[src/rtl/cpu_pkg.sv]
// Constants shared by fetch, decode and datapath, plus the IF/ID
// load-source selector used by the fetch stage.
package cpu_pkg;
  localparam int INSTRUCTION_WIDTH = 18;
  localparam int PC_WIDTH          = 18;
  localparam logic [INSTRUCTION_WIDTH-1:0] NOP_INSTR = '0;
  localparam logic [PC_WIDTH-1:0]          RESET_PC  = '0;

  typedef enum logic [1:0] {
    IFID_HOLD   = 2'd0,
    IFID_BUBBLE = 2'd1,
    IFID_SKID   = 2'd2,
    IFID_RESP   = 2'd3
  } ifid_sel_e;
endpackage

[src/rtl/fetch_skid_buf.sv]
// One-entry {instr,pc} buffer that catches the memory response arriving
// while decode is stalled. Clear beats load, load beats drain.
module fetch_skid_buf #(
  parameter int IW = 18,
  parameter int PW = 18
) (
  input  logic          i_clk,
  input  logic          i_rst,
  input  logic          i_load,
  input  logic          i_drain,
  input  logic          i_clear,
  input  logic [IW-1:0] i_instr,
  input  logic [PW-1:0] i_pc,
  output logic          o_full,
  output logic [IW-1:0] o_instr,
  output logic [PW-1:0] o_pc
);
  logic          full_q;
  logic [IW-1:0] instr_q;
  logic [PW-1:0] pc_q;

  // Payload is only meaningful while full, so it carries no reset.
  always_ff @(posedge i_clk) begin
    if (i_rst || i_clear) begin
      full_q <= 1'b0;
    end else if (i_load) begin
      full_q  <= 1'b1;
      instr_q <= i_instr;
      pc_q    <= i_pc;
    end else if (i_drain) begin
      full_q <= 1'b0;
    end
  end

  assign o_full  = full_q;
  assign o_instr = instr_q;
  assign o_pc    = pc_q;
endmodule

[src/rtl/fetch_stage.sv]
// Instruction fetch: PC register, imem request/address, in-flight response
// tracking, skid buffer and the IF/ID register feeding decode.
module fetch_stage #(
  parameter int INSTRUCTION_WIDTH = cpu_pkg::INSTRUCTION_WIDTH,
  parameter int PC_WIDTH          = cpu_pkg::PC_WIDTH,
  parameter logic [PC_WIDTH-1:0]          RESET_PC  = cpu_pkg::RESET_PC,
  parameter logic [INSTRUCTION_WIDTH-1:0] NOP_INSTR = cpu_pkg::NOP_INSTR
) (
  input  logic                         i_clk,
  input  logic                         i_rst,
  output logic                         o_imem_req,
  output logic [PC_WIDTH-1:0]          o_imem_addr,
  input  logic [INSTRUCTION_WIDTH-1:0] i_imem_rdata,
  input  logic                         i_stallD,
  input  logic                         i_redirect,
  input  logic [PC_WIDTH-1:0]          i_redirect_pc,
  output logic [INSTRUCTION_WIDTH-1:0] o_instrD,
  output logic [PC_WIDTH-1:0]          o_pcD,
  output logic [PC_WIDTH-1:0]          o_pc_plus1D,
  output logic                         o_validD
);
  import cpu_pkg::*;

  localparam logic [PC_WIDTH-1:0] PC_ONE = {{(PC_WIDTH-1){1'b0}}, 1'b1};

  logic [PC_WIDTH-1:0]          pc_q;
  logic                         resp_v_q;
  logic [PC_WIDTH-1:0]          resp_pc_q;
  logic                         skid_full;
  logic [INSTRUCTION_WIDTH-1:0] skid_instr;
  logic [PC_WIDTH-1:0]          skid_pc;
  logic                         skid_load;
  logic                         skid_drain;
  ifid_sel_e                    ifid_sel;

  assign o_imem_addr = i_redirect ? i_redirect_pc : pc_q;
  // While stalled, only fetch if nothing is in flight or parked in the skid.
  assign o_imem_req  = !i_rst && (i_redirect || !i_stallD || (!skid_full && !resp_v_q));

  always_ff @(posedge i_clk) begin
    if (i_rst) begin
      pc_q      <= RESET_PC;
      resp_v_q  <= 1'b0;
      resp_pc_q <= '0;
    end else begin
      if (o_imem_req) pc_q <= o_imem_addr + PC_ONE;
      resp_v_q  <= o_imem_req;
      resp_pc_q <= o_imem_addr;
    end
  end

  assign skid_load  = i_stallD && !i_redirect && resp_v_q;
  assign skid_drain = !i_stallD && !i_redirect;

  fetch_skid_buf #(
    .IW (INSTRUCTION_WIDTH),
    .PW (PC_WIDTH)
  ) u_skid (
    .i_clk   (i_clk),
    .i_rst   (i_rst),
    .i_load  (skid_load),
    .i_drain (skid_drain),
    .i_clear (i_redirect),
    .i_instr (i_imem_rdata),
    .i_pc    (resp_pc_q),
    .o_full  (skid_full),
    .o_instr (skid_instr),
    .o_pc    (skid_pc)
  );

  // Skid content is older than the live response, so it goes first.
  always_comb begin
    ifid_sel = IFID_HOLD;
    if (i_redirect)     ifid_sel = IFID_BUBBLE;
    else if (!i_stallD) begin
      if (skid_full)     ifid_sel = IFID_SKID;
      else if (resp_v_q) ifid_sel = IFID_RESP;
      else               ifid_sel = IFID_BUBBLE;
    end
  end

  always_ff @(posedge i_clk) begin
    if (i_rst) begin
      o_validD    <= 1'b0;
      o_instrD    <= NOP_INSTR;
      o_pcD       <= '0;
      o_pc_plus1D <= '0;
    end else begin
      case (ifid_sel)
        IFID_BUBBLE: begin
          o_validD <= 1'b0;
          o_instrD <= NOP_INSTR;
        end
        IFID_SKID: begin
          o_validD    <= 1'b1;
          o_instrD    <= skid_instr;
          o_pcD       <= skid_pc;
          o_pc_plus1D <= skid_pc + PC_ONE;
        end
        IFID_RESP: begin
          o_validD    <= 1'b1;
          o_instrD    <= i_imem_rdata;
          o_pcD       <= resp_pc_q;
          o_pc_plus1D <= resp_pc_q + PC_ONE;
        end
        default: ;
      endcase
    end
  end

  a_skid_resp_exclusive: assert property (@(posedge i_clk) disable iff (i_rst)
    !(skid_full && resp_v_q));
endmodule

[config.mk]
export PLATFORM = sky130hd
export DESIGN_NAME = fetch_stage
export DESIGN_NICKNAME = d
export VERILOG_FILES = /design/src/rtl/cpu_pkg.sv /design/src/rtl/fetch_skid_buf.sv /design/src/rtl/fetch_stage.sv
export SDC_FILE = /design/constraint.sdc
export NUM_CORES = 1
export LEC_CHECK = 0
export CAP_MARGIN = 20
export CORE_MARGIN = 3
export CORE_UTILIZATION = 55
export DETAILED_ROUTE_END_ITERATION = 7
export PLACE_DENSITY = 0.95
export SKIP_CTS_REPAIR_TIMING = 1
export SYNTH_ARGS = -nofsm -noshare
export SYNTH_HDL_FRONTEND = slang
export SYNTH_SLANG_ARGS = --single-unit
[constraint.sdc]
create_clock -name i_clk -period 8.9 [get_ports i_clk]
set_clock_uncertainty 0.2 [all_clocks]
set_input_delay 1.335 -clock i_clk [delete_from_list [all_inputs] [get_ports i_clk]]
set_output_delay 1.335 -clock i_clk [all_outputs]
set_load 0.005 [all_outputs]
Yosys cells after proc, flatten, opt, wreduce, memory -nomap -nowiden --
Cells that the tools add are included.
Word-level totals: flip-flop bits (word level) 129, input bits 40, logic and storage cells 47, output and inout bits 74
Cells by class: mux-type cells 11, bitwise logic cells 1, reductions and logical operators 19, equal/unequal tests 3, add/sub/neg operators 3
Operator list (number):
- $pmux 18 s2 | 2
- $add 18x1->18 const B | 3
- $pmux 18 s3 | 1
- $mux 18 | 1
- $mux 2 | 4
- $reduce_bool 2->1 | 3
- $logic_and 1x1->1 | 5
- $logic_not 1->1 | 5
- $eq 2x2->1 const B | 2
- $logic_or 1x1->1 | 3
- $reduce_bool 3->1 | 1
- $eq 2x1->1 const B | 1
- $mux 1 | 2
- $pmux 1 s2 | 1
- $reduce_and 2->1 | 1
- $reduce_or 2->1 | 1
- $not 1->1 | 1

Longest topological paths before layout --
Gate-level depths: netlist of run 1.
depth after elaboration 7, mapped depth 13

Modules after synthesis --
A second synthesis of run 1 with hierarchy kept.
Unflattened totals: cell total of the unflattened synthesis 553, area total of the unflattened synthesis 5531.6 µm²
Modules (own cells, without submodules):
- fetch_stage | times used 1, seq. area each 1841.8 µm², area each 4399.2 µm², cells each 512
- fetch_skid_buf | times used 1, seq. area each 1101.1 µm², area each 1132.3 µm², cells each 41

Worst setup path after synthesis of run 1 --
No wires, ideal clock.
kind input-to-reg, from input i_redirect, to register o_pc_plus1D[10], setup slack 4820 ps, arrival 3760 ps, library setup time 120 ps, stages on the path 11, cells stage by stage buf_6 > or4b_1 > buf_6 > buf_2 > mux2_2 > ha_1 > nand3_1 > or3_1 > a211oi_1 > or3_1 > nand3_1
Between the ends: longest elaborated chain between the ends 3
RTL lines:
- start, declared | RTL line fetch_stage.sv:15 | input logic i_redirect,
- $mux 2 (*) | RTL line fetch_stage.sv:74 | if (i_redirect) ifid_sel = IFID_BUBBLE;
- $eq 2x2->1 | RTL line fetch_stage.sv:89 | case (ifid_sel)
- $pmux 18 s2 / $reduce_bool 2->1 (equally long branches)
- end signal, assigned | RTL line fetch_stage.sv:98 | o_pc_plus1D <= skid_pc + PC_ONE;
- end signal, assigned | RTL line fetch_stage.sv:104 | o_pc_plus1D <= resp_pc_q + PC_ONE;
- end, declared | RTL line fetch_stage.sv:19 | output logic [PC_WIDTH-1:0] o_pc_plus1D,
Mark *: on every way between the ends. The rest lies on a longest branch, timed or not. A chain may end at the register's enable or synchronous reset.

Worst setup path after layout of run 1 --
from input i_redirect, to output o_imem_req
Between the ends: longest elaborated chain between the ends 3
RTL lines:
- $logic_or 1x1->1 (2 in series) | RTL line fetch_stage.sv:38 | assign o_imem_req = !i_rst && (i_redirect || !i_stallD || (!skid_full && !resp_v_q));
- $logic_and 1x1->1 | RTL line fetch_stage.sv:38
- end, declared | RTL line fetch_stage.sv:11 | output logic o_imem_req,
No other way between the ends.

==> results of run 1 <==
power by group:
part	leakage (nW)	switching [W]	total, W	internal, W
Clock	0.285	0.000256	0.000681	0.000426
Sequential	1.09	0.0000192	0.000648	0.000629
Combinational	1.38	0.0000738	0.000149	0.0000752
Total	2.76	0.000349	0.00148	0.00113
cells in the mapped netlist, drive strengths merged (11+ instances only):
| cell type | n | area share, % |
|---|---|---|
| dfxtp | 93 | 34 |
| nor2 | 71 | 4.8 |
| nand2 | 52 | 3.5 |
| nand3 | 43 | 4.0 |
| edfxtp | 36 | 19 |
| mux2i | 28 | 5.0 |
| clkbuf | 23 | 1.6 |
| a211oi | 18 | 2.4 |
| a222oi | 18 | 3.2 |
| a21oi | 17 | 1.5 |
| inv | 16 | 1.1 |
| nand4 | 15 | 1.7 |
| buf | 14 | 1.5 |
| xnor2 | 11 | 1.7 |
kinds of logic (layout without fill, tap and decap cells):
family,after synthesis,after routing,share of synthesized area [%]
adders and majority gates,2,2,0.450
and+or+nand+nor,233,233,20.6
DFF,129,129,53.0
buffers and inverters,53,168,4.14
xor gates and xnor gates,15,15,2.37
AOI/OAI and AO/OA,91,91,12.8
muxes,36,36,6.67
per-stage QoR:
stage	instances	hold slack (ns)	utilization, %	cell area, um2	total power [W]
final	807	0.242	75.1	7340	0.00148
after CTS	806	0.243	74.8	7310	0.00148
after global placement	774	0.231	68.8	6730	0.000798
after global routing	807	0.252	75.1	7340	0.00153
after detailed placement	774	0.230	68.8	6730	0.000805
after floorplan	559	0.208	-	5550	0.000730
cell type report:
type	count	area, um2	share of cell area [%]
tap	133	166	2.27
sequential	129	2940	40.1
inverter	16	60.1	0.818
clock inverter	14	165	2.25
multi-input combinational	377	2390	32.5
clock buffer	18	418	5.69
timing repair buffer	120	1200	16.3
path summary, 6_finish.rpt:
| path | end | depth (start not counted) | slack (ns) |
|---|---|---|---|
| setup reg to reg | o_pc_plus1D[10] | 9 | 5.33 |
| setup / recovery | o_imem_req | 6 | 3.86 |
| hold / removal | u_skid.o_pc[17] | 0 | 0.24 |
| hold reg to reg | u_skid.o_pc[17] | 0 | 0.24 |
routing by layer:
| metal | vias up | wire length (um) | GRT usage (%) |
|---|---|---|---|
| met5 | - | 0 | 0 |
| met4 | 0 | 393 | 10.0 |
| met3 | 43 | 1330 | 6.31 |
| met2 | 317 | 7480 | 45.3 |
| met1 | 2383 | 5900 | 33.6 |
| li1 | 2285 | - | - |
state kept, by name, summed over array words and instances (netlist names):
name and count:
o_instrD 18, o_pcD 18, o_pc_plus1D 18, pc_q 18
resp_pc_q 18, u_skid.o_instr 18, u_skid.o_pc 18, o_validD 1
resp_v_q 1, u_skid.o_full 1
worst register-to-register path: stages (launching register included):
cell	delay [ns]
dfxtp_1	0.37
or4b_1	0.77
buf_16	0.26
mux2_2	0.26
ha_1	0.30
nand3_1	0.25
or3_1	0.47
a211oi_1	0.33
or3_1	0.17
nand3_1	0.07
==> summary.txt, run 1 <==
Status
  – Status: finished, final reports clean

GRT
  – GRT overflow: 0
  – Largest net degree at the start of global routing: 77
  – Number of global-route vias before repair: 4940
  – First-pass GRT wire length: 24500 um
  – Antenna violations before repair: 0
  – GRT Total Usage: 26.9%

Critical path
  – CP max FO: 35
  – Worst Setup Start Kind: primary input
  – Max incr delay on CP: 0.54 ns
  – Worst-path cell chain: clkdlybuf4s50_1 -> buf_4 -> nor2b_1 -> and2_1 -> nor2_1 -> clkdlybuf4s50_1
  – Critical path class: primary input to output port
  – Slowest CP cell: clkdlybuf4s50_1
  – Crit. End Element: output port
  – Worst EP arrival: 3.51 ns
  – CP Data Required Time: 7.36 ns
  – CP startpoint: i_redirect
  – Crit path max-delay family: buffers and inverters
  – Reg2reg start: u_skid.o_full
  – Buf/Inv on CP: 3
  – Crit-path most repeated cell: clkdlybuf4s50_1

Logic synthesis
  – Cell Area, Synth: 0.00555 mm2
  – Synth Instances: 559
  – Sequential area share after synthesis: 53.0%
  – Syn Area/Cell: 9.94 um2
  – Synth async-reset ratio: 0%
  – Warnings from Yosys: 0
  – EDFF count, synth: 36
  – Netlist cell types: 58
  – Synth Register Bits: 129
  – Synth Flop Type: dfxtp_1
  – Synth Net Count: 601

Hold path
  – Hold Crit Start: resp_pc_q[17]
  – Hold WC Path Type: flop to flop

Routing
  – DR iter-0 viols: 499
  – Vias per cell: 6.23
  – ANT nets after route: 0
  – Post-DR wirelength/cell: 18.7 um
  – DRC: 0
  – Final wirelength: 15100 um
  – Drt first pass iters: 7
  – Via count: 5028

Placed design
  – Gpl congestion: 0.954
  – Final HPWL DP: 9900 um
  – Port Buffer Count: 113
  – Place WS: 3.59 ns

Power
  – Power Density: 201 mW/mm2
  – Max VDD drop: 0.000152 V
  – LEAKAGE: 2.76 nW

Die
  – Die Footprint: 0.0113 mm2
  – DIE WIDTH: 106 um
  – Chip Height: 106 um
  – Starting Density: 56.8%
  – Core area: 0.00977 mm2
  – Row Count: 36
  – I/O pin total: 114

Clocking
  – CTS tree: built
  – Clk Latency, worst-skew pair: 0.51 ns
  – Clock tree buffer depth: 2
  – CTS H-Tree Depth: 4
  – CTS Root Cell: clkbuf_8
  – Clock slew at reported path FFs: 0.06 ns
  – # clock sinks: 129
  – Cts bufs inserted: 17

STA
  – Setup TNS Final: 0 ns
  – Fin. max-slew vios: 0
  – Final Hold Fails: 0
  – Fin crit share: 56.7%
  – Min Tclk post-route: 5.04 ns
  – Worst-Margin Slew: 0.939 ns
  – Slew HR: 37.4%
  – Unrepaired setup endpoints after global routing: no
  – Fin worst setup slack: 3.86 ns
  – Final setup viols: 0
  – F_max: 0.198 GHz

Finish
  – Diodes inserted: 0
  – Most common cell after layout, fill and taps aside: clkdlybuf4s50_1
  – Fill cells: 672
  – Share of cells above drive strength 1: 8.46%
  – Area added between synthesis and finish: 32.1%
  – Layout net count: 703
  – Most frequent cells in the layout: clkdlybuf4s50_1, dfxtp_1, nor2_1

Job
  – Max Cap Viol: 0
(Power assumes the default switching activity.)
==> run 2: changes to the inputs <==
--- a/config.mk
+++ b/config.mk
@@ -7,9 +7,9 @@
 export LEC_CHECK = 0
 export CAP_MARGIN = 20
 export CORE_MARGIN = 3
-export CORE_UTILIZATION = 55
+export CORE_UTILIZATION = 51
 export DETAILED_ROUTE_END_ITERATION = 7
-export PLACE_DENSITY = 0.95
+export PLACE_DENSITY = 0.92
 export SKIP_CTS_REPAIR_TIMING = 1
 export SYNTH_ARGS = -nofsm -noshare
 export SYNTH_HDL_FRONTEND = slang
==> constraint.sdc (replaced) <==
create_clock -name i_clk -period 4.8 [get_ports i_clk]
set_clock_uncertainty 0.2 [all_clocks]
set_input_delay 0.72 -clock i_clk [delete_from_list [all_inputs] [get_ports i_clk]]
set_output_delay 0.72 -clock i_clk [all_outputs]
set_load 0.005 [all_outputs]
==> run 2 against run 1 <==
  * Worst setup slack worse by 2.9 ns
  * Routed wire length fell by 0.40%
  * First-iteration DRC count is 20% lower
  * Sequential share of layout area down 0.38 points
  * Flip-flop and latch count stayed put
  * Die area grew 7.4%
  * Worst hold slack got worse by 0.0030 ns
  * Critical path depth down 1
  * Clock power is 95% higher
==> summary.txt, run 2 (synthesis results as in run 1) <==
Routing
  – Drt first pass iters: 7 (unchanged)
  – Via count: 4891 (-2.7%)
  – Final wirelength: 15000 um (-0.40%)
  – Vias per cell: 6.02 (-3.4%)
  – DR iter-0 viols: 397 (-20%)
  – Post-DR wirelength/cell: 18.5 um (-1.1%)
  – ANT nets after route: 0 (unchanged)
  – DRC: 0 (unchanged)

Critical path
  – Slowest CP cell: clkdlybuf4s50_1
  – Crit-path most repeated cell: clkdlybuf4s50_1
  – Worst Setup Start Kind: primary input
  – R2R Setup Slk: 1.82 ns (-3.51 ns)
  – Worst EP arrival: 2.91 ns (-0.60 ns)
  – Max incr delay on CP: 0.62 ns (+0.08 ns)
  – CP max FO: 31 (-11%)
  – CP Data Required Time: 3.88 ns (-3.48 ns)
  – Reg-to-reg endpoint: o_pc_plus1D[10]
  – Critical path class: primary input to output port
  – FF-to-FF path depth: 8 (-1)
  – Buf/Inv on CP: 4 (+1)
  – Reg2reg start: u_skid.o_full
  – Crit. End Element: output port
  – Crit path max-delay family: buffers and inverters
  – Worst-path cell chain: clkdlybuf4s50_1 -> buf_4 -> mux2i_1 -> inv_1 -> clkdlybuf4s50_1

GRT
  – Number of global-route vias before repair: 4792 (-3.0%)
  – GRT Total Usage: 25.9% (-0.97 points)
  – GRT overflow: 0 (unchanged)
  – Antenna violations before repair: 0 (unchanged)
  – Largest net degree at the start of global routing: 71 (-7.8%)
  – First-pass GRT wire length: 24400 um (-0.51%)

Placed design
  – Gpl congestion: 0.912 (-4.4%)
  – Port Buffer Count: 113 (unchanged)
  – Place WS: 0.963 ns (-2.62 ns)
  – Final HPWL DP: 10200 um (+3.2%)

Finish
  – Area added between synthesis and finish: 33.4%
  – Most common cell after layout, fill and taps aside: clkdlybuf4s50_1
  – Layout net count: 706 (+0.43%)
  – Most frequent cells in the layout: clkdlybuf4s50_1, dfxtp_1, nor2_1
  – Share of cells above drive strength 1: 8.86% (+0.41 points)
  – Diodes inserted: 0 (unchanged)
  – Layout Utilization: 70.8% (-4.3 points)

Status
  – Status: finished, final reports clean

STA
  – Worst-Margin Slew: 0.857 ns (-0.0815 ns)
  – Fin crit share: 79.8%
  – Final setup viols: 0 (unchanged)
  – Min Tclk post-route: 3.83 ns
  – Slew HR: 42.9% (+5.5 points)
  – Setup TNS Final: 0 ns (unchanged)
  – Fin. max-slew vios: 0 (unchanged)
  – Final Hold Fails: 0 (unchanged)
  – Fin worst setup slack: 0.972 ns (-2.89 ns)
  – F_max: 0.261 GHz
  – Unrepaired setup endpoints after global routing: no

Clocking
  – Clock slew at reported path FFs: 0.06 ns (about the same)
  – Cts bufs inserted: 17 (unchanged)
  – CTS H-Tree Depth: 4 (unchanged)
  – CTS tree: built
  – CTS Root Cell: clkbuf_8
  – Clock tree buffer depth: 2 (unchanged)
  – Clk Latency, worst-skew pair: 0.51 ns (about the same)
  – # clock sinks: 129 (unchanged)

Hold path
  – Hold Crit Start: resp_pc_q[17]
  – Hold EP: u_skid.o_pc[17]
  – Hold WC Path Type: flop to flop
  – Worst hold stages: 0 (unchanged)

Die
  – Core area: 0.0105 mm2 (+7.0%)
  – I/O pin total: 114 (unchanged)
  – Chip Height: 110 um (+3.6%)
  – Die Footprint: 0.0122 mm2 (+7.4%)
  – Starting Density: 53.1% (-3.7 points)
  – Row Count: 37 (+2.8%)
  – DIE WIDTH: 110 um (+3.6%)

Job
  – Max Cap Viol: 0 (unchanged)

Power
  – LEAKAGE: 2.79 nW (+1.2%)
  – Power Density: 380 mW/mm2 (+88%)
  – Max VDD drop: 0.000224 V (+48%)
## run 2: cell types whose count changed in the layout (fill, tap and decap cells not counted), moves of 2 or more
cell	previous run	this run
clkbuf_8	1	3
clkbuf_16	16	19
clkinv_2	5	1
buf_4	6	9
## run 2: area by class of cell
cell class	instances	area (um2)
clock buffer	23	520
inverter	16	60.1
multi-input combinational	377	2390
sequential	129	2940
clock inverter	9	114
tap	136	170
timing repair buffer	123	1210
fill	779	3050
## run 2: how the worst max path moves through the flow
stage	startpoint	endpoint	slack [ns]	cells past startpoint
6_report	i_redirect	o_imem_addr[11]	0.97	5
5_1_grt	i_redirect	o_imem_addr[11]	0.83	5
4_1_cts	i_redirect	o_imem_addr[11]	0.96	5
3_5_place_dp	i_redirect	o_pc_plus1D[10]	0.96	9
3_3_place_gp	i_redirect	o_pc_plus1D[10]	1.04	9
2_1_floorplan	i_redirect	o_pc_plus1D[10]	1.33	11
## run 2: report_power, final
group          switching (W)  internal [W]
combinational       0.000138      0.000140
clock               0.000469      0.000864
sequential         0.0000356       0.00117
total               0.000642       0.00217
## run 2: layer usage
layer  track usage, %  share of wire, %  vias to the layer above
met5                0                 0                        -
met4             9.67               1.6                        0
met3             5.65               7.3                       17
met2             43.3                51                      254
met1             32.9                40                     2336
li1                 -                 -                     2284
## run 2: stage by stage
stage          hold WS (ns)  instances  cell area [um2]  total power [W]
3_3_place_gp          0.222        781             6770          0.00148
3_5_place_dp          0.230        781             6770          0.00150
4_1_cts               0.242        813             7410          0.00283
5_1_grt               0.270        813             7410          0.00291
2_1_floorplan         0.208        559             5550          0.00135
6_report              0.239        813             7410          0.00281
## run 2: worst register-to-register path, cell delays in order (launching register included)
cell      delay (ns)
dfxtp_1         0.38
or4b_1          0.59
mux2_2          0.27
ha_1            0.26
nand3_1         0.24
or3_1           0.46
a211oi_1        0.27
or3_1           0.14
nand3_1         0.06
